$ cat src/rtl/mul16_pkg.sv
// ============================================================================
// Module : mul16_pkg
// Brief  : Shared FSM encodings, operand width and clog2 helper for the
//          mul16 share arbiter.
// Rev    : 1.0  initial release
// ============================================================================
`default_nettype none

package mul16_pkg;

  localparam logic [1:0] ST_IDLE = 2'd0;
  localparam logic [1:0] ST_BUSY = 2'd1;
  localparam logic [1:0] ST_DONE = 2'd2;

  localparam int MUL16_W = 16;

  function automatic int clog2(input int value);
    int r;
    r = 0;
    for (int i = 0; i < 31; i++) begin
      if ((1 << i) < value) r = i + 1;
    end
    return r;
  endfunction

endpackage

`default_nettype wire

$ cat src/rtl/Multiplier16bit.sv
// ============================================================================
// Module : Multiplier16bit
// Brief  : Combinational unsigned 16x16 -> 32 multiplier datapath.
// Rev    : 1.0  initial release
// ============================================================================
`default_nettype none

module Multiplier16bit (
  input  logic [15:0] i_a,
  input  logic [15:0] i_b,
  output logic [31:0] o_p
);

  assign o_p = {16'd0, i_a} * {16'd0, i_b};

endmodule

`default_nettype wire

$ cat src/rtl/mul16_grant_pick.sv
// ============================================================================
// Module : mul16_grant_pick
// Brief  : Combinational grant selector: valid vector + start pointer ->
//          one-hot grant and index. Round-robin when MUL16_ARB_RR_EN is
//          defined, otherwise lowest-index fixed priority.
// Rev    : 1.0  initial release
// ============================================================================
`default_nettype none

module mul16_grant_pick
  import mul16_pkg::*;
#(
  parameter  int N_REQ = 4,
  localparam int IDW   = clog2(N_REQ)
) (
  input  logic [N_REQ-1:0] i_valid,
  input  logic [IDW-1:0]   i_start,
  output logic [N_REQ-1:0] o_grant,
  output logic [IDW-1:0]   o_idx,
  output logic             o_any
);

`ifdef MUL16_ARB_RR_EN
  int w_k;

  // Walk the ring starting at the pointer; the first valid requester wins.
  always_comb begin
    o_grant = '0;
    o_idx   = '0;
    o_any   = 1'b0;
    w_k     = 0;
    for (int i = 0; i < N_REQ; i++) begin
      w_k = (int'(i_start) + i) % N_REQ;
      if (!o_any && i_valid[w_k]) begin
        o_any      = 1'b1;
        o_idx      = IDW'(w_k);
        o_grant[w_k] = 1'b1;
      end
    end
  end
`else
  logic w_unused_start;
  assign w_unused_start = ^i_start;

  always_comb begin
    o_grant = '0;
    o_idx   = '0;
    o_any   = 1'b0;
    for (int i = 0; i < N_REQ; i++) begin
      if (!o_any && i_valid[i]) begin
        o_any      = 1'b1;
        o_idx      = IDW'(i);
        o_grant[i] = 1'b1;
      end
    end
  end
`endif

endmodule

`default_nettype wire

$ cat src/rtl/mul16_share_arbiter.sv
// ============================================================================
// Module : mul16_share_arbiter
// Brief  : Shares one 16x16 multiplier among N_REQ requesters, one operation
//          outstanding at a time. Macro MUL16_ARB_RR_EN selects round-robin.
// Rev    : 1.0  initial release
// ============================================================================
`default_nettype none

module mul16_share_arbiter
  import mul16_pkg::*;
#(
  parameter  int N_REQ   = 4,
  parameter  int W       = MUL16_W,
  parameter  int MUL_LAT = 1,
  localparam int IDW     = clog2(N_REQ)
) (
  input  logic               clk,
  input  logic               rst,
  input  logic [N_REQ-1:0]   req_valid,
  output logic [N_REQ-1:0]   req_ready,
  input  logic [N_REQ*W-1:0] req_x,
  input  logic [N_REQ*W-1:0] req_y,
  output logic               rsp_valid,
  input  logic               rsp_ready,
  output logic [IDW-1:0]     rsp_id,
  output logic [2*W-1:0]     rsp_data
);

  localparam int LCW = (MUL_LAT > 1) ? clog2(MUL_LAT) : 1;

  logic [1:0]       r_state;
  logic [1:0]       w_next_state;
  logic [W-1:0]     r_opx;
  logic [W-1:0]     r_opy;
  logic [IDW-1:0]   r_id;
  logic [LCW-1:0]   r_lat_cnt;
  logic             r_rsp_valid;
  logic [IDW-1:0]   r_rsp_id;
  logic [2*W-1:0]   r_rsp_data;
  logic [2*W-1:0]   w_mul_out;
  logic [N_REQ-1:0] w_grant;
  logic [IDW-1:0]   w_gidx;
  logic             w_any;
  logic [IDW-1:0]   w_start;
  logic             w_hs;

`ifdef MUL16_ARB_RR_EN
  logic [IDW-1:0] r_rr_ptr;
  assign w_start = r_rr_ptr;

  always_ff @(posedge clk) begin
    if (rst) begin
      r_rr_ptr <= '0;
    end else if (w_hs) begin
      r_rr_ptr <= (w_gidx == IDW'(N_REQ - 1)) ? '0 : w_gidx + IDW'(1);
    end
  end
`else
  assign w_start = '0;
`endif

  mul16_grant_pick #(
    .N_REQ (N_REQ)
  ) u_pick (
    .i_valid (req_valid),
    .i_start (w_start),
    .o_grant (w_grant),
    .o_idx   (w_gidx),
    .o_any   (w_any)
  );

  generate
    if (W == MUL16_W) begin : g_mul16
      Multiplier16bit u_mul (
        .i_a (r_opx),
        .i_b (r_opy),
        .o_p (w_mul_out)
      );
    end else begin : g_mul_generic
      assign w_mul_out = {{W{1'b0}}, r_opx} * {{W{1'b0}}, r_opy};
    end
  endgenerate

  // Reset blocks the grant so nothing is accepted in the reset cycle.
  assign w_hs = (r_state == ST_IDLE) && w_any && !rst;

  always_ff @(posedge clk) begin
    if (rst) r_state <= ST_IDLE;
    else     r_state <= w_next_state;
  end

  always_comb begin
    w_next_state = r_state;
    case (r_state)
      ST_IDLE: if (w_hs) w_next_state = ST_BUSY;
      ST_BUSY: if (r_lat_cnt == '0) w_next_state = ST_DONE;
      ST_DONE: if (rsp_ready) w_next_state = ST_IDLE;
      default: w_next_state = ST_IDLE;
    endcase
  end

  always_comb begin
    req_ready = '0;
    if (r_state == ST_IDLE && !rst) req_ready = w_grant;
  end

  always_ff @(posedge clk) begin
    if (rst) begin
      r_opx       <= '0;
      r_opy       <= '0;
      r_id        <= '0;
      r_lat_cnt   <= '0;
      r_rsp_valid <= 1'b0;
      r_rsp_id    <= '0;
      r_rsp_data  <= '0;
    end else begin
      case (r_state)
        ST_IDLE: begin
          if (w_hs) begin
            r_opx     <= req_x[w_gidx*W +: W];
            r_opy     <= req_y[w_gidx*W +: W];
            r_id      <= w_gidx;
            r_lat_cnt <= LCW'(MUL_LAT - 1);
          end
        end
        ST_BUSY: begin
          if (r_lat_cnt == '0) begin
            r_rsp_data  <= w_mul_out;
            r_rsp_id    <= r_id;
            r_rsp_valid <= 1'b1;
          end else begin
            r_lat_cnt <= r_lat_cnt - LCW'(1);
          end
        end
        ST_DONE: begin
          if (rsp_ready) r_rsp_valid <= 1'b0;
        end
        default: r_rsp_valid <= 1'b0;
      endcase
    end
  end

  assign rsp_valid = r_rsp_valid;
  assign rsp_id    = r_rsp_id;
  assign rsp_data  = r_rsp_data;

endmodule

`default_nettype wire

$ cat config.mk
export PLATFORM = sky130hd
export DESIGN_NAME = mul16_share_arbiter
export DESIGN_NICKNAME = d
export VERILOG_FILES = /design/src/rtl/mul16_pkg.sv /design/src/rtl/Multiplier16bit.sv /design/src/rtl/mul16_grant_pick.sv /design/src/rtl/mul16_share_arbiter.sv
export SDC_FILE = /design/constraint.sdc
export NUM_CORES = 1
export LEC_CHECK = 0
export ABC_AREA = 0
export CAP_MARGIN = 0
export CORE_UTILIZATION = 48
export CTS_CLUSTER_SIZE = 8
export DETAILED_ROUTE_END_ITERATION = 12
export DONT_BUFFER_PORTS = 1
export PLACE_DENSITY_LB_ADDON = 0.15
export SLEW_MARGIN = 10
export SYNTH_ARGS = -nofsm -noshare
export SYNTH_HDL_FRONTEND = slang
export SYNTH_SLANG_ARGS = --single-unit
$ cat constraint.sdc
create_clock -name clk -period 6.98 [get_ports clk]
set_input_delay 1.047 -clock clk [delete_from_list [all_inputs] [get_ports clk]]
set_output_delay 1.047 -clock clk [all_outputs]
set_load 0.005 [all_outputs]
## After elaboration in Yosys (flattened, before gate mapping)

Cells that the tools add are included.

- Bitwise logic cells: 2
- Muxes and demuxes: 21
- Shifts and indexed selects: 2
- Add/subtract/negate cells: 1
- Multiply operators: 1
- Reductions and logical operators: 17
- Equal/unequal tests: 5

Operator list:

| kind | count |
|---|---|
| indexed part select 64 x 7 -> 16 bit | 2 |
| multiplier 16 x 16 -> 32 bit | 1 |
| two-way mux 1 bit | 12 |
| two-way mux 2 bit | 5 |
| logical AND 1 bit | 6 |
| inequality test 2 bit (second input constant) | 3 |
| one-hot mux 2 bit (3 select lines) | 1 |
| AND reduction 2 bit | 3 |
| AND reduction 3 bit | 2 |
| zero test 1 bit | 4 |
| two-way mux 4 bit | 1 |
| one-hot mux 1 bit (3 select lines) | 1 |
| == test 2 x 1 -> 1 bit (second input constant) | 1 |
| == test 2 bit (second input constant) | 1 |
| zero test 2 bit | 1 |
| NOT 1 bit | 2 |
| one-hot mux 1 bit (2 select lines) | 1 |
| nonzero test 2 bit | 1 |
| subtractor 1 bit (second input constant) | 1 |

- Register bits: 72
- Output and inout port bits: 39
- Word-level logic and storage cells: 57
- Input bits: 135

## Depth between registers and ports, before layout

- Word-level depth: 14
- Mapped depth: 23
- Mapped depth without buffers: 20

## Modules after synthesis

From an unflattened synthesis, not the netlist that was laid out.

- Cell total of the unflattened synthesis: 1366
- Area, all modules: 12097.9 sq um

Modules (own cells, without submodules):

| module | sequential area each (sq um) | area an instance (sq um) | cells each | instances |
|---|---|---|---|---|
| Multiplier16bit | 0.0 | 8667.1 | 1004 | 1 |
| mul16_share_arbiter | 1421.4 | 3369.5 | 351 | 1 |
| mul16_grant_pick | 0.0 | 61.3 | 11 | 1 |

## Worst setup path after synthesis

Ideal clock, no wire load.

- Path kind: reg2reg
- Start: register r_opy[1]
- End: register r_rsp_data[31] (netlist: rsp_data[31])
- Arrival time: 5616 ps
- Library setup time: 122 ps
- Setup slack: 1242 ps
- Period minus slack after synthesis: 5738 ps
- Required time: 6858 ps
- Buffers on the path: 2
- Stages on the path, launching flop included: 21
- Cells stage by stage: dfxtp_1 -> clkbuf_1 -> nand2_1 -> fa_1 -> fa_1 -> fa_1 -> fa_1 -> inv_1 -> fa_1 -> inv_1 -> fa_1 -> inv_1 -> ha_1 -> clkbuf_1 -> nand3_1 -> or2_1 -> o221ai_2 -> a41o_1 -> nand3_2 -> mux2i_1 -> a221o_1

- Word-level cells in the longest chain between the ends: 1

Ends and longest elaborated chain:

| element | line | source |
|---|---|---|
| start, declared | mul16_share_arbiter.sv:34 | `logic [W-1:0] r_opy;` |
| start signal, assigned | mul16_share_arbiter.sv:121 | `r_opy <= req_y[w_gidx*W +: W];` |
| multiplier 16 x 16 -> 32 bit | Multiplier16bit.sv:14 | `assign o_p = {16'd0, i_a} * {16'd0, i_b};` |
| end signal, assigned | mul16_share_arbiter.sv:128 | `r_rsp_data <= w_mul_out;` |
| end, declared | mul16_share_arbiter.sv:39 | `logic [2*W-1:0] r_rsp_data;` |

No other way between the ends.
A chain may end at the register's enable or synchronous reset.

## Worst setup path after layout

- Start: register r_opx[5]
- End: register r_rsp_data[31] (netlist: rsp_data[31])

- Word-level cells in the longest chain between the ends: 1

Ends and longest elaborated chain:

| element | line | source |
|---|---|---|
| start, declared | mul16_share_arbiter.sv:33 | `logic [W-1:0] r_opx;` |
| start signal, assigned | mul16_share_arbiter.sv:120 | `r_opx <= req_x[w_gidx*W +: W];` |
| multiplier 16 x 16 -> 32 bit | Multiplier16bit.sv:14 |  |

No other way between the ends.

==> summary.md <==
| Metric | Value |
|---|---|
| Standard-cell rows | 57 |
| I/O Buffers | 0 |
| Crit path cell chain | buf_4 > and2_1 > fa_1 > inv_1 > fa_1 > fa_1 > fa_1 > inv_1 > fa_1 > inv_1 > fa_1 > inv_1 > ha_1 > nand3_1 > or2_1 > o221ai_2 > a41o_1 > nand3_2 > mux2i_1 > a221o_1 |
| Synth top area share | 0.328 |
| Number of flops mapped to enable cells by yosys | 0 |
| Sw power | 0.589 mW |
| Die W | 159 um |
| Yosys cell types | 48 |
| Crit Path Max Fanout | 13 |
| Die area | 0.0253 mm^2 |
| Flop pwr share | 0.308 |
| First-pass GRT wire length | 51.6 mm |
| Commonest cells post-synth | inv_1 (251), nand2_1 (198), fa_1 (194), and2_1 (123), ha_1 (104) |
| Post-CTS Hold Buffers | 0 |
| Syn_nets | 1,839 |
| Area growth syn-to-layout | 6.02% |
| CP required | 7.22 ns |
| Layout Utilization | 0.518 |
| Ranking of synthesized cells by area | fa_1 (33%), dfxtp_1 (12%), ha_1 (11%), inv_1 (7.9%), and2_1 (6.5%) |
| RePlAce Congestion | 0.954 |
| Nets | 1,800 |
| Busiest layer in global routing | met2 |
| Setup_tns | 0 ns |
| Synth Flop Type | dfxtp_1 |
| Max Slew Vio Count | 0 |
| Hold WC Path Type | flop to flop |
| Max Cap Viol | 0 |
| Tcrit/Tclk final | 0.893 |
| Met1 Use GR | 0.346 |
| CTS Root Cell | clkbuf_16 |
| Vias per inst | 5.55 |
| CORE AREA | 0.0242 mm^2 |
| Int Pwr | 1.03 mW |
| Post-synthesis register bit count | 71 |
| FMAX | 0.160 GHz |
| PD cells | 129 mW/mm^2 |
| Slowest stage delay, CP | 0.76 ns |
| I/O pin cnt | 174 |
| Met2 Track Usage GR | 0.451 |
| Slew margin rel. | 0.316 |
| Ys async rst share | 0 |
| Starting Density | 0.489 |
| Worst setup SP type | flop |
| Dpl ws | 0.678 ns |
| Antenna diodes | 0 |
| CTS Buffer Depth | 2 |
| Initial antenna violation count | 0 |
| Vias in the first global route | 9,711 |
| Final worst slack | 0.747 ns |
| DRT antenna net count | 0 |
| H-tree levels | 3 |
| Combinational power share | 0.330 |
| Initial DRT Pass Iterations | 5 |
| Max Clock Skew | 0.0115 ns |
| Mean post-synth cell area | 8.43 um^2 |
| Final Hold Viols | 0 |
| Routing usage on met3 | 0.0292 |
| Post-Route WL | 32.4 mm |
| Layout cell share with drive strength beyond 1 | 0.0401 |
| RSZ-0062 raised after global routing | false |
| Sw frac | 0.365 |
| Most frequent cell after synthesis | inv_1 |
| Drt wl/cell | 19.1 um |
| Vias | 9,405 |
| Worst VDD drop | 109 uV |
| Crit Path Category | flop to flop |
| Largest net degree at the start of global routing | 67 |
| Netlist Area Pre-Place | 0.0119 mm^2 |
| Final Setup Violations | 0 |
| Clock buffer count from CTS | 9 |
| Critical path data arrival time | 6.47 ns |
| TritonCTS Sinks | 71 |
| Post-cts gate resize count | 0 |
| Gr ovfl total | 0 |
| Seq/Total Area, Yosys | 0.120 |
| Worst Max-Slew Pin Slew | 1.02 ns |
| Final HPWL DP | 26.6 mm |
| Die height | 159 um |
| Setup Fix Bufs, Post-CTS | 0 |
| Clock Power Share | 0.362 |
| Leakage | 6.24 nW |
| CP most frequent cell | fa_1 |
| Synth warn | 0 |
| Clock transition at path regs | 0.07 ns |
| Power Total | 1.62 mW |
| First DRT Iteration DRCs | 484 |
| Dominant cell type by area after synthesis | fa_1 |
| CTS tree | done |
| Global Route Usage Sum | 0.262 |
| Crit path time final | 6.23 ns |
| Synth Instances | 1,406 |
| DRC violation count after routing | 0 |
| Worst setup EP type | flop |
| Outcome | finished clean |
| Skew-Pair Late Insertion Delay | 0.35 ns |
| Slowest cell on crit path | dfxtp_1 |
-- through the flow --
step | instance area, um^2 | hold WS (ns) | cells
after floorplan | 11900 | 0.431 | 1406
after global placement | 12200 | 0.432 | 1680
after detailed placement | 12200 | 0.441 | 1680
after CTS | 12600 | 0.450 | 1696
after global routing | 12600 | 0.467 | 1696
final | 12600 | 0.445 | 1696
-- cell type report --
class / instances / area, um^2
clock buffer: 11 / 243
multi-input combinational: 1002 / 9190
tap: 324 / 405
sequential: 71 / 1420
inverter: 251 / 942
fill: 2361 / 11700
timing repair buffer: 32 / 240
clock inverter: 5 / 129
-- routing by layer --
layer  vias up  wire [um]
met4         0        746
met5         -          0
li1       4356          -
met2       298      15900
met1      4707      14100
met3        44       1620
-- power groups by stage --
stage	combinational [mW]	sequential [mW]	clock, mW
2_1_floorplan	0.388	0.467	0
3_3_place_gp	0.533	0.504	0
3_5_place_dp	0.535	0.505	0
4_1_cts	0.540	0.496	0.593
5_1_grt	0.598	0.502	0.610
6_report	0.533	0.498	0.585
-- flip-flops by register name, indices dropped and copies added (netlist names) --
signal,flops
r_opx,16
r_state,2
rsp_data,32
r_id,2
rsp_id,2
r_opy,16
rsp_valid,1
-- kinds of logic after synthesis --
family          synth area share
compound gates             0.121
xor+xnor                  0.0185
fa+ha+maj                  0.437
buf+inv                    0.106
flops                      0.120
mux                       0.0279
simple gates               0.169
-- critical path, delay by kind of cell, from the launching register on --
kind	cells	cell delay (ns)
adders and majority gates	7	3.26
DFF	1	0.76
muxes	1	0.14
buffers and inverters	5	0.48
AOI/OAI and AO/OA	3	0.83
and+or+nand+nor	4	0.66
-- path summary, 6_finish.rpt --
kind | slack (ns) | cells after the start | from | to
max | 0.75 | 20 | r_opx[5] | rsp_data[31]
min | 0.45 | 2 | r_id[0] | rsp_id[0]
max reg2reg | 0.75 | 20 | r_opx[5] | rsp_data[31]
min reg2reg | 0.45 | 2 | r_id[0] | rsp_id[0]
-- placed cells by master, fill, tap and decap left out, types with 5 or more instances in the layout --
master	instances
nor2_1	49
a21oi_1	78
nand3_1	8
o21ai_1	8
a21o_1	15
nand2_1	197
a211oi_1	38
nand4_1	7
fa_1	194
inv_1	251
and2_1	123
nor3_1	7
buf_4	32
and3_1	6
xor2_1	9
dfxtp_1	71
nor2b_1	6
o21ai_0	18
a31oi_1	6
ha_1	104
o22ai_1	32
mux2i_1	33
o211ai_1	5
xnor2_1	16
clkbuf_16	9
(Power assumes the default switching activity.)
